## config.mk

```make
export PLATFORM = sky130hd
export DESIGN_NAME = reg_wb_ctrl
export DESIGN_NICKNAME = d
export VERILOG_FILES = /design/src/rtl/reg_wb_ctrl.sv
export SDC_FILE = /design/constraint.sdc
export NUM_CORES = 1
export LEC_CHECK = 0
export ABC_AREA = 1
export CAP_MARGIN = 10
export CORE_MARGIN = 2
export CORE_UTILIZATION = 40
export CTS_CLUSTER_SIZE = 10
export DETAILED_ROUTE_END_ITERATION = 8
export PLACE_DENSITY = 0.68
export SYNTH_ARGS = -nofsm -noshare
export SYNTH_HDL_FRONTEND = slang
export SYNTH_SLANG_ARGS = --single-unit
```

## constraint.sdc

```tcl
create_clock -name clk -period 2.95 [get_ports clk]
set_input_delay 0.295 -clock clk [delete_from_list [all_inputs] [get_ports clk]]
set_output_delay 0.295 -clock clk [all_outputs]
set_load 0.1 [all_outputs]
```

## src/rtl/reg_wb_ctrl.sv

```systemverilog
// ---------------------------------------------------------------------------
// reg_wb_ctrl
//   Register-file writeback controller. Merges single-cycle ALU results with
//   long-latency LSU results (buffered in a small FIFO) onto the single
//   register-file write port. It also keeps a pending-write scoreboard so
//   that decode stalls on RAW/WAW hazards against outstanding LSU results.
//
// Parameters
//   DEPTH       LSU result FIFO entries (power of two, >= 2)
//   STARVE_MAX  cycles a non-empty FIFO head may lose to the ALU before a
//               forced drain
//
// Ports
//   clk, rst                    clock, asynchronous active-high reset
//   alu_valid_W/alu_rd_W/
//   alu_data_W                  ALU result offered this cycle
//   lsu_valid/lsu_rd/lsu_data   LSU result offered (valid/ready)
//   lsu_ready                   FIFO not full
//   issue_valid_D/issue_rd_D/
//   issue_long_D/rs1_D/rs2_D    decode-stage issue information
//   stall_D                     decode must hold (combinational)
//   alu_hold                    ALU pipe must not present a result next cycle
//   rd_W/Wdata/we_reg_W         registered register-file write port
// ---------------------------------------------------------------------------
module reg_wb_ctrl #(
  parameter int DEPTH      = 4,
  parameter int STARVE_MAX = 8
) (
  input  logic        clk,
  input  logic        rst,
  input  logic        alu_valid_W,
  input  logic [4:0]  alu_rd_W,
  input  logic [31:0] alu_data_W,
  input  logic        lsu_valid,
  input  logic [4:0]  lsu_rd,
  input  logic [31:0] lsu_data,
  output logic        lsu_ready,
  input  logic        issue_valid_D,
  input  logic [4:0]  issue_rd_D,
  input  logic        issue_long_D,
  input  logic [4:0]  rs1_D,
  input  logic [4:0]  rs2_D,
  output logic        stall_D,
  output logic        alu_hold,
  output logic [4:0]  rd_W,
  output logic [31:0] Wdata,
  output logic        we_reg_W
);

  localparam int AW = $clog2(DEPTH);
  localparam int CW = AW + 1;
  localparam int SW = $clog2(STARVE_MAX + 1);

  // NORMAL: ALU has priority. HOLD: upstream told to skip next cycle.
  // FORCE: FIFO head wins the port regardless of alu_valid_W.
  typedef enum logic [1:0] {
    ARB_NORMAL,
    ARB_HOLD,
    ARB_FORCE
  } arb_state_e;

  arb_state_e state_q, state_d;

  // FIFO storage (data only, never reset) and control
  logic [4:0]    mem_rd   [DEPTH];
  logic [31:0]   mem_data [DEPTH];
  logic [AW-1:0] wr_ptr_q, wr_ptr_d;
  logic [AW-1:0] rd_ptr_q, rd_ptr_d;
  logic [CW-1:0] count_q, count_d;
  logic          fifo_empty;
  logic          push;
  logic          pop;
  logic          alu_win;

  logic [SW-1:0] starve_q, starve_d;

  // Write port registers
  logic [4:0]    rd_q, rd_d;
  logic [31:0]   wdata_q, wdata_d;
  logic          we_q, we_d;
  logic          src_lsu_q, src_lsu_d;

  // Scoreboard
  logic [31:0]   pending_q, pending_d;
  logic [31:0]   set_vec;
  logic [31:0]   clr_vec;

  assign fifo_empty = (count_q == '0);
  assign lsu_ready  = (count_q != CW'(DEPTH));
  assign push       = lsu_valid && lsu_ready;

  assign rd_W       = rd_q;
  assign Wdata      = wdata_q;
  assign we_reg_W   = we_q;
  assign alu_hold   = (state_q == ARB_HOLD);

  // Hazard check: x0 is never pending, so it is masked explicitly.
  assign stall_D = issue_valid_D &&
                   (((rs1_D      != 5'd0) && pending_q[rs1_D])  ||
                    ((rs2_D      != 5'd0) && pending_q[rs2_D])  ||
                    ((issue_rd_D != 5'd0) && pending_q[issue_rd_D]));

  // Port arbitration and write-port next state
  always_comb begin
    pop       = 1'b0;
    alu_win   = 1'b0;
    rd_d      = rd_q;
    wdata_d   = wdata_q;
    we_d      = 1'b0;
    src_lsu_d = 1'b0;

    if ((state_q == ARB_FORCE) && !fifo_empty) begin
      pop = 1'b1;
    end else if (alu_valid_W) begin
      alu_win = 1'b1;
    end else if (!fifo_empty) begin
      pop = 1'b1;
    end

    if (alu_win) begin
      rd_d    = alu_rd_W;
      wdata_d = alu_data_W;
      we_d    = (alu_rd_W != 5'd0);
    end else if (pop) begin
      rd_d      = mem_rd[rd_ptr_q];
      wdata_d   = mem_data[rd_ptr_q];
      we_d      = (mem_rd[rd_ptr_q] != 5'd0);
      src_lsu_d = 1'b1;
    end
  end

  // FIFO pointers/occupancy; pointers wrap naturally since DEPTH is 2^AW.
  always_comb begin
    wr_ptr_d = wr_ptr_q;
    rd_ptr_d = rd_ptr_q;
    count_d  = count_q;
    if (push) wr_ptr_d = wr_ptr_q + 1'b1;
    if (pop)  rd_ptr_d = rd_ptr_q + 1'b1;
    case ({push, pop})
      2'b10:   count_d = count_q + 1'b1;
      2'b01:   count_d = count_q - 1'b1;
      default: count_d = count_q;
    endcase
  end

  // Starvation counter saturates so an ALU win during HOLD cannot overflow it.
  always_comb begin
    starve_d = starve_q;
    if (fifo_empty || pop) begin
      starve_d = '0;
    end else if (alu_win && (starve_q != SW'(STARVE_MAX))) begin
      starve_d = starve_q + 1'b1;
    end
  end

  // Arbitration FSM next state
  always_comb begin
    state_d = state_q;
    case (state_q)
      ARB_NORMAL: if (starve_d == SW'(STARVE_MAX)) state_d = ARB_HOLD;
      ARB_HOLD:   state_d = ARB_FORCE;
      ARB_FORCE:  state_d = ARB_NORMAL;
      default:    state_d = ARB_NORMAL;
    endcase
  end

  // Scoreboard: clear when an LSU-sourced write is presented, set on a
  // non-stalled long issue. Set is applied last so the newer op wins.
  always_comb begin
    clr_vec = '0;
    set_vec = '0;
    if (we_q && src_lsu_q) clr_vec = 32'd1 << rd_q;
    if (issue_valid_D && issue_long_D && (issue_rd_D != 5'd0) && !stall_D)
      set_vec = 32'd1 << issue_rd_D;
    pending_d = ((pending_q & ~clr_vec) | set_vec) & ~32'd1;
  end

  always_ff @(posedge clk or posedge rst) begin
    if (rst) begin
      state_q <= ARB_NORMAL;
    end else begin
      state_q <= state_d;
    end
  end

  always_ff @(posedge clk or posedge rst) begin
    if (rst) begin
      wr_ptr_q  <= '0;
      rd_ptr_q  <= '0;
      count_q   <= '0;
      starve_q  <= '0;
      pending_q <= '0;
      rd_q      <= 5'd0;
      wdata_q   <= 32'd0;
      we_q      <= 1'b0;
      src_lsu_q <= 1'b0;
    end else begin
      wr_ptr_q  <= wr_ptr_d;
      rd_ptr_q  <= rd_ptr_d;
      count_q   <= count_d;
      starve_q  <= starve_d;
      pending_q <= pending_d;
      rd_q      <= rd_d;
      wdata_q   <= wdata_d;
      we_q      <= we_d;
      src_lsu_q <= src_lsu_d;
    end
  end

  always_ff @(posedge clk) begin
    if (push) begin
      mem_rd[wr_ptr_q]   <= lsu_rd;
      mem_data[wr_ptr_q] <= lsu_data;
    end
  end

endmodule

```

Yosys cells after proc, flatten, opt, wreduce, memory -nomap -nowiden:

Memory sizes are Yosys's and may differ from the RTL's.
Index checks and enable logic that the tools add are counted.

* bits of input ports: 95
* bits in writable memories: 148
* register bits: 83
* word-level logic and storage cells: 86
* memories kept: 2
* output and inout port bits: 41

* bitwise logic cells: 3
* shift operators: 2
* $add $sub $neg: 5
* order comparisons: 3
* muxes and demuxes: 28
* equal/unequal tests: 8
* reductions and logical operators: 25

Memory list
* mem_data: words 4, bits a word 32, read ports 1, clocked after memory_dff 0, write ports 1, RTL line 66 `logic [31:0] mem_data [DEPTH];`
* mem_rd: words 4, bits a word 5, read ports 1, clocked after memory_dff 0, write ports 1, RTL line 65 `logic [4:0] mem_rd [DEPTH];`

Operators by type and width (count)
* 2-to-1 mux 32 bit: 4
* << shifter 1 x 5 -> 32 bit, first input constant: 2
* AND 32 bit: 1
* NOT 32 bit: 1
* bitwise OR 32 bit: 1
* nonzero test 5 bit: 5
* less-than comparator 5 x 6 -> 1 bit, second input constant: 3
* binary-select mux 1 bit (select 5 bit): 3
* 2-to-1 mux 1 bit: 14
* logical AND 1 bit: 11
* 2-to-1 mux 5 bit: 2
* 2-to-1 mux 4 bit: 2
* case mux 3 bit (2 select lines): 1
* adder 2 x 1 -> 2 bit, second input constant: 2
* adder 4 x 1 -> 4 bit, second input constant: 1
* == test 2 x 1 -> 1 bit, second input constant: 2
* == test 2 bit, second input constant: 2
* == test 4 bit, second input constant: 1
* inequality test 4 bit, second input constant: 1
* case mux 2 bit (2 select lines): 1
* nonzero test 2 bit: 2
* adder 3 x 1 -> 3 bit, second input constant: 1
* logical NOT 3 bit: 1
* logical OR 1 bit: 3
* other kinds (6): 7

Longest topological paths before layout:

* depth after elaboration: 10
* depth in mapped cells: 16
* gate-level depth less buffers: 14

Worst setup path before layout:

OpenSTA, ideal clock, no wires.

* path type: reg2reg
* start point: reg count_q[0]
* end point: mem mem_data[0][0], enable pin
* buffers on the path: 0
* library setup time: 431 ps
* required time: 2519 ps
* cell stages (with the launch flop): 5
* data arrival time: 3091 ps
* clock period less this slack: 3523 ps
* slack: -573 ps
* cell sequence: dfrtp_1 nor2_1 nand2_1 nand2_1 nor2_1

* longest elaborated chain between the ends: 4

Ends and longest elaborated chain
* start, declared: RTL line 69 `logic [CW-1:0] count_q, count_d;`
* start signal, assigned: RTL line 200 `count_q <= count_d;`
* inequality test 3 bit: RTL line 89 `assign lsu_ready = (count_q != CW'(DEPTH));`
* net lsu_ready: RTL line 37 `output logic lsu_ready,`
* logical AND 1 bit: RTL line 90 `assign push = lsu_valid && lsu_ready;`
* 2-to-1 mux 1 bit: RTL line 211 `if (push) begin`
* 2-to-1 mux 1 bit (implied by the code): RTL line 213 `mem_data[wr_ptr_q] <= lsu_data;`
* end, declared: RTL line 66

The timed path passes the listed nets, and every way through them passes these cells.

Final worst setup path:

* start point: in issue_rd_D[0]
* end point: out stall_D

* longest elaborated chain between the ends: 5
* elaborated cells on any way between the ends: 6
* classes of those cells: 2 x mux; 4 x reduce/logical

Ends and longest elaborated chain
* start, declared: RTL line 39 `input logic [4:0] issue_rd_D,`
* binary-select mux 1 bit (select 5 bit): RTL line 101 `((issue_rd_D != 5'd0) && pending_q[issue_rd_D]));`
* 2-to-1 mux 1 bit (implied by the code): RTL line 101
* logical AND 1 bit *: RTL line 101
* logical OR 1 bit *: RTL line 100 `((rs2_D != 5'd0) && pending_q[rs2_D]) ||`
* logical AND 1 bit *: RTL line 98 `assign stall_D = issue_valid_D &&`
* end, declared: RTL line 43 `output logic stall_D,`

Every way passes the cells marked *; elsewhere a longest branch is shown, timed or not. The select of a mux whose other input is x is not followed.

==> PnR_summary.wiki <==
{| class="wikitable"
! Metric !! Value
|-
| Overflow left after global routing || 0
|-
| Via count of the routed design || 8571
|-
| Vias in the first global route || 8248
|-
| Final critical-path share of the clock period || 92.7%
|-
| Core Region || 0.0269 mm2
|-
| Count of input and output buffers || 135
|-
| Setup crit end kind || primary output
|-
| Overall die height || 169 um
|-
| Clk buf depth || 3
|-
| Layout Nets || 1410
|-
| Clock insertion delay at the later pin of the skew report || 520 ps
|-
| Detailed-route wire length || 26800 um
|-
| Critical Path Start Type || input pin
|-
| Sequential cell area fraction in the yosys report || 59.8%
|-
| Leakage power of the design || 0.00556 uW
|-
| Placed Instance Area || 0.0126 mm2
|-
| Pin count of the biggest net entering global routing || 58
|-
| Worst path required time || 2650 ps
|-
| Areal power density over the cells || 1060 mW/mm2
|-
| Clock Skews || 13.0 ps
|-
| Number of flip-flops and latches in the synthesized netlist || 231
|-
| Clock tree from TritonCTS || built
|-
| Starting utilization of the core area || 40.6%
|-
| Mapped Area || 0.0109 mm2
|-
| Register-to-Register Path Depth || 12
|-
| Maximum clock frequency || 365 MHz
|-
| Total power of the final layout || 14100 uW
|-
| Classification of the worst setup path || in -> out
|-
| Worst endpoint data arrival time || 2440 ps
|-
| Top fanout value on the critical path || 16
|-
| Worst Tran Pin Value || 940 ps
|-
| Worst slack at placement || 262 ps
|-
| Number of distinct library cells after synthesis || 35
|-
| Horizontal die dimension || 169 um
|-
| Global routing usage summed across all routing layers || 18.7%
|-
| Register clock-pin slew on the reported worst setup and hold paths || 60 ps
|-
| Post-detailed-route count of antenna-violating nets || 0
|-
| Number of placed I/O pins || 136
|-
| Class of the worst hold path || in -> async
|-
| Setup WS post-layout || 214 ps
|-
| Detail-routed via count per cell || 5.14
|-
| Fill cell instance count of the final layout || 2470
|-
| Iteration-0 DRC Markers || 652
|-
| Root buffer cell || sky130_fd_sc_hd__clkbuf_16
|-
| Post-route cell area || 0.0133 mm2
|-
| Final setup violation count || 0
|-
| DRC errors left || 0
|-
| Count of final hold-check violations || 0
|-
| Post-Synthesis Cells || 1181
|-
| Number of buffers added to fix hold violations after cts || 0
|-
| RSZ-0062 raised after global routing || no
|-
| Final period demand of the worst path || 2740 ps
|-
| Die outline area || 0.0286 mm2
|-
| Max Cap Violations || 0
|-
| Most common cell after layout, fill and taps aside || sky130_fd_sc_hd__nand2_1
|-
| Post-CTS setup buffer count || 0
|-
| Outcome || finished, final reports clean
|-
| Accumulated negative setup slack || 0 ps
|-
| Clock net sink count || 231
|-
| Leading cell types in the layout, fill and taps excluded || sky130_fd_sc_hd__nand2_1 (314), sky130_fd_sc_hd__nand3_1 (150), sky130_fd_sc_hd__edfxtp_1 (148), sky130_fd_sc_hd__inv_1 (106), sky130_fd_sc_hd__nor2_1 (97)
|-
| Synth warnings || 0
|-
| Layout area overhead || 22.3%
|-
| CTS HTree Levels || 1
|-
| Worst-case headroom to the max-slew limit || 37.2%
|-
| Row count || 60
|-
| Slowest stage delay, CP || 810 ps
|-
| Number of instances resized during post-cts repair || 0
|-
| Number of buffers created by CTS || 27
|-
| Slowest CP cell || sky130_fd_sc_hd__clkdlybuf4s50_1
|-
| Proportion of layout cells with a drive suffix above 1 || 9.20%
|-
| Iteration count of the initial detailed-routing pass || 5
|-
| Worst IR drop on VDD || 0.731 mV
|-
| Mean instance size in the synthesized netlist || 9.23 um2
|-
| Initial antenna violation count || 1
|-
| Net Count, Synth || 1284
|-
| Routed length per placed instance || 16.1 um
|-
| Post-route worst hold slack || 148 ps
|-
| Count of inserted antenna diode cells || 0
|-
| Final HPWL DP || 17800 um
|-
| Routability congestion estimate from global placement || 0.888
|-
| Pins over their slew limit || 0
|-
| Global-route wire length before repair || 43000 um
|-
| Cells along the critical path || clkdlybuf4s50_1 -> inv_2 -> nor2_2 -> nand2_1 -> nand3_1 -> nand3_1 -> nand2_1 -> nand2_1 -> nand3_1 -> nor2_4 -> nor2_1 -> buf_12
|}
-- where the power goes --
part	switching, uW	total [uW]	internal (uW)	leakage, uW
registers	660	5120	4460	0.00231
logic	4500	6070	1570	0.00288
clock network	1190	2910	1730	0.000366
-- state kept, by name, summed over array words and instances, names as in the netlist, 3 cells and up --
signal and count:
pending_q 31, Wdata 32, starve_q 4, rd_W 5
count_q 3, mem_data 128, mem_rd 20
-- stage by stage --
stage          util [%]  instances
2_1_floorplan         -       1181
3_3_place_gp       46.7       1619
3_5_place_dp       46.7       1619
4_1_cts            49.6       1667
5_1_grt            49.6       1667
6_report           49.6       1667
-- cell usage after synthesis (all sizes together) --
master,n,area [um2]
a31oi,34,213
o211ai,2,15.0
a211oi,1,7.51
nand4,2,12.5
o21ai,70,350
ha,7,87.6
dfrtp,83,2080
a21oi,39,195
o221ai,4,35.0
nand2,315,1190
or2,2,12.5
nor2,103,397
edfxtp,148,4440
inv,114,430
fa,1,20.0
clkbuf,30,113
buf,32,219
o31ai,7,52.6
nor3,10,50.1
a32o,4,40.0
xor2,4,35.0
nor4,5,31.3
o22ai,1,6.26
nand3,160,851
clkinv,2,7.51
xnor2,1,8.76
-- final timing paths --
path / startpoint / end / slack [ps]
worst max-delay path: issue_rd_D[0] / stall_D / 210
worst min-delay path: rst / count_q[2] / 150
worst max register to register: count_q[0] / count_q[2] / 750
worst min register to register: state_q[1] / state_q[1] / 490
max in group asynchronous: rst / pending_q[31] / 2050
min in group clk: alu_data_W[21] / Wdata[21] / 340
-- critical path, delay by kind of cell --
| kind | cells | cell delay, ps |
|---|---|---|
| buffers and inverters | 3 | 1230 |
| AND/OR/NAND/NOR | 9 | 910 |
-- cells by family after synthesis --
logic type / Yosys count / synth area share (%)
xor gates and xnor gates: 5 / 0.402
AOI/OAI and AO/OA: 162 / 8.39
buffers and inverters: 178 / 7.06
adders and majority gates: 8 / 0.987
DFF: 231 / 59.8
and+or+nand+nor: 597 / 23.3
-- cell type report --
cell class | count | area (um2) | area share (%)
clock inverter | 1 | 8.76 | 0.0657
timing repair buffer | 159 | 1530 | 11.5
tap | 341 | 427 | 3.20
clock buffer | 47 | 761 | 5.71
inverter | 116 | 439 | 3.30
sequential | 231 | 6520 | 48.9
multi-input combinational | 772 | 3640 | 27.3
-- routing by layer --
metal	GRT usage [%]	vias up	share of wire, %
met3	3.37	47	6.8
met2	32.2	268	48
li1	-	4213	-
met4	4.87	2	2.3
met1	24.5	4041	43
met5	0	-	0.048
(Power assumes the default switching activity.)
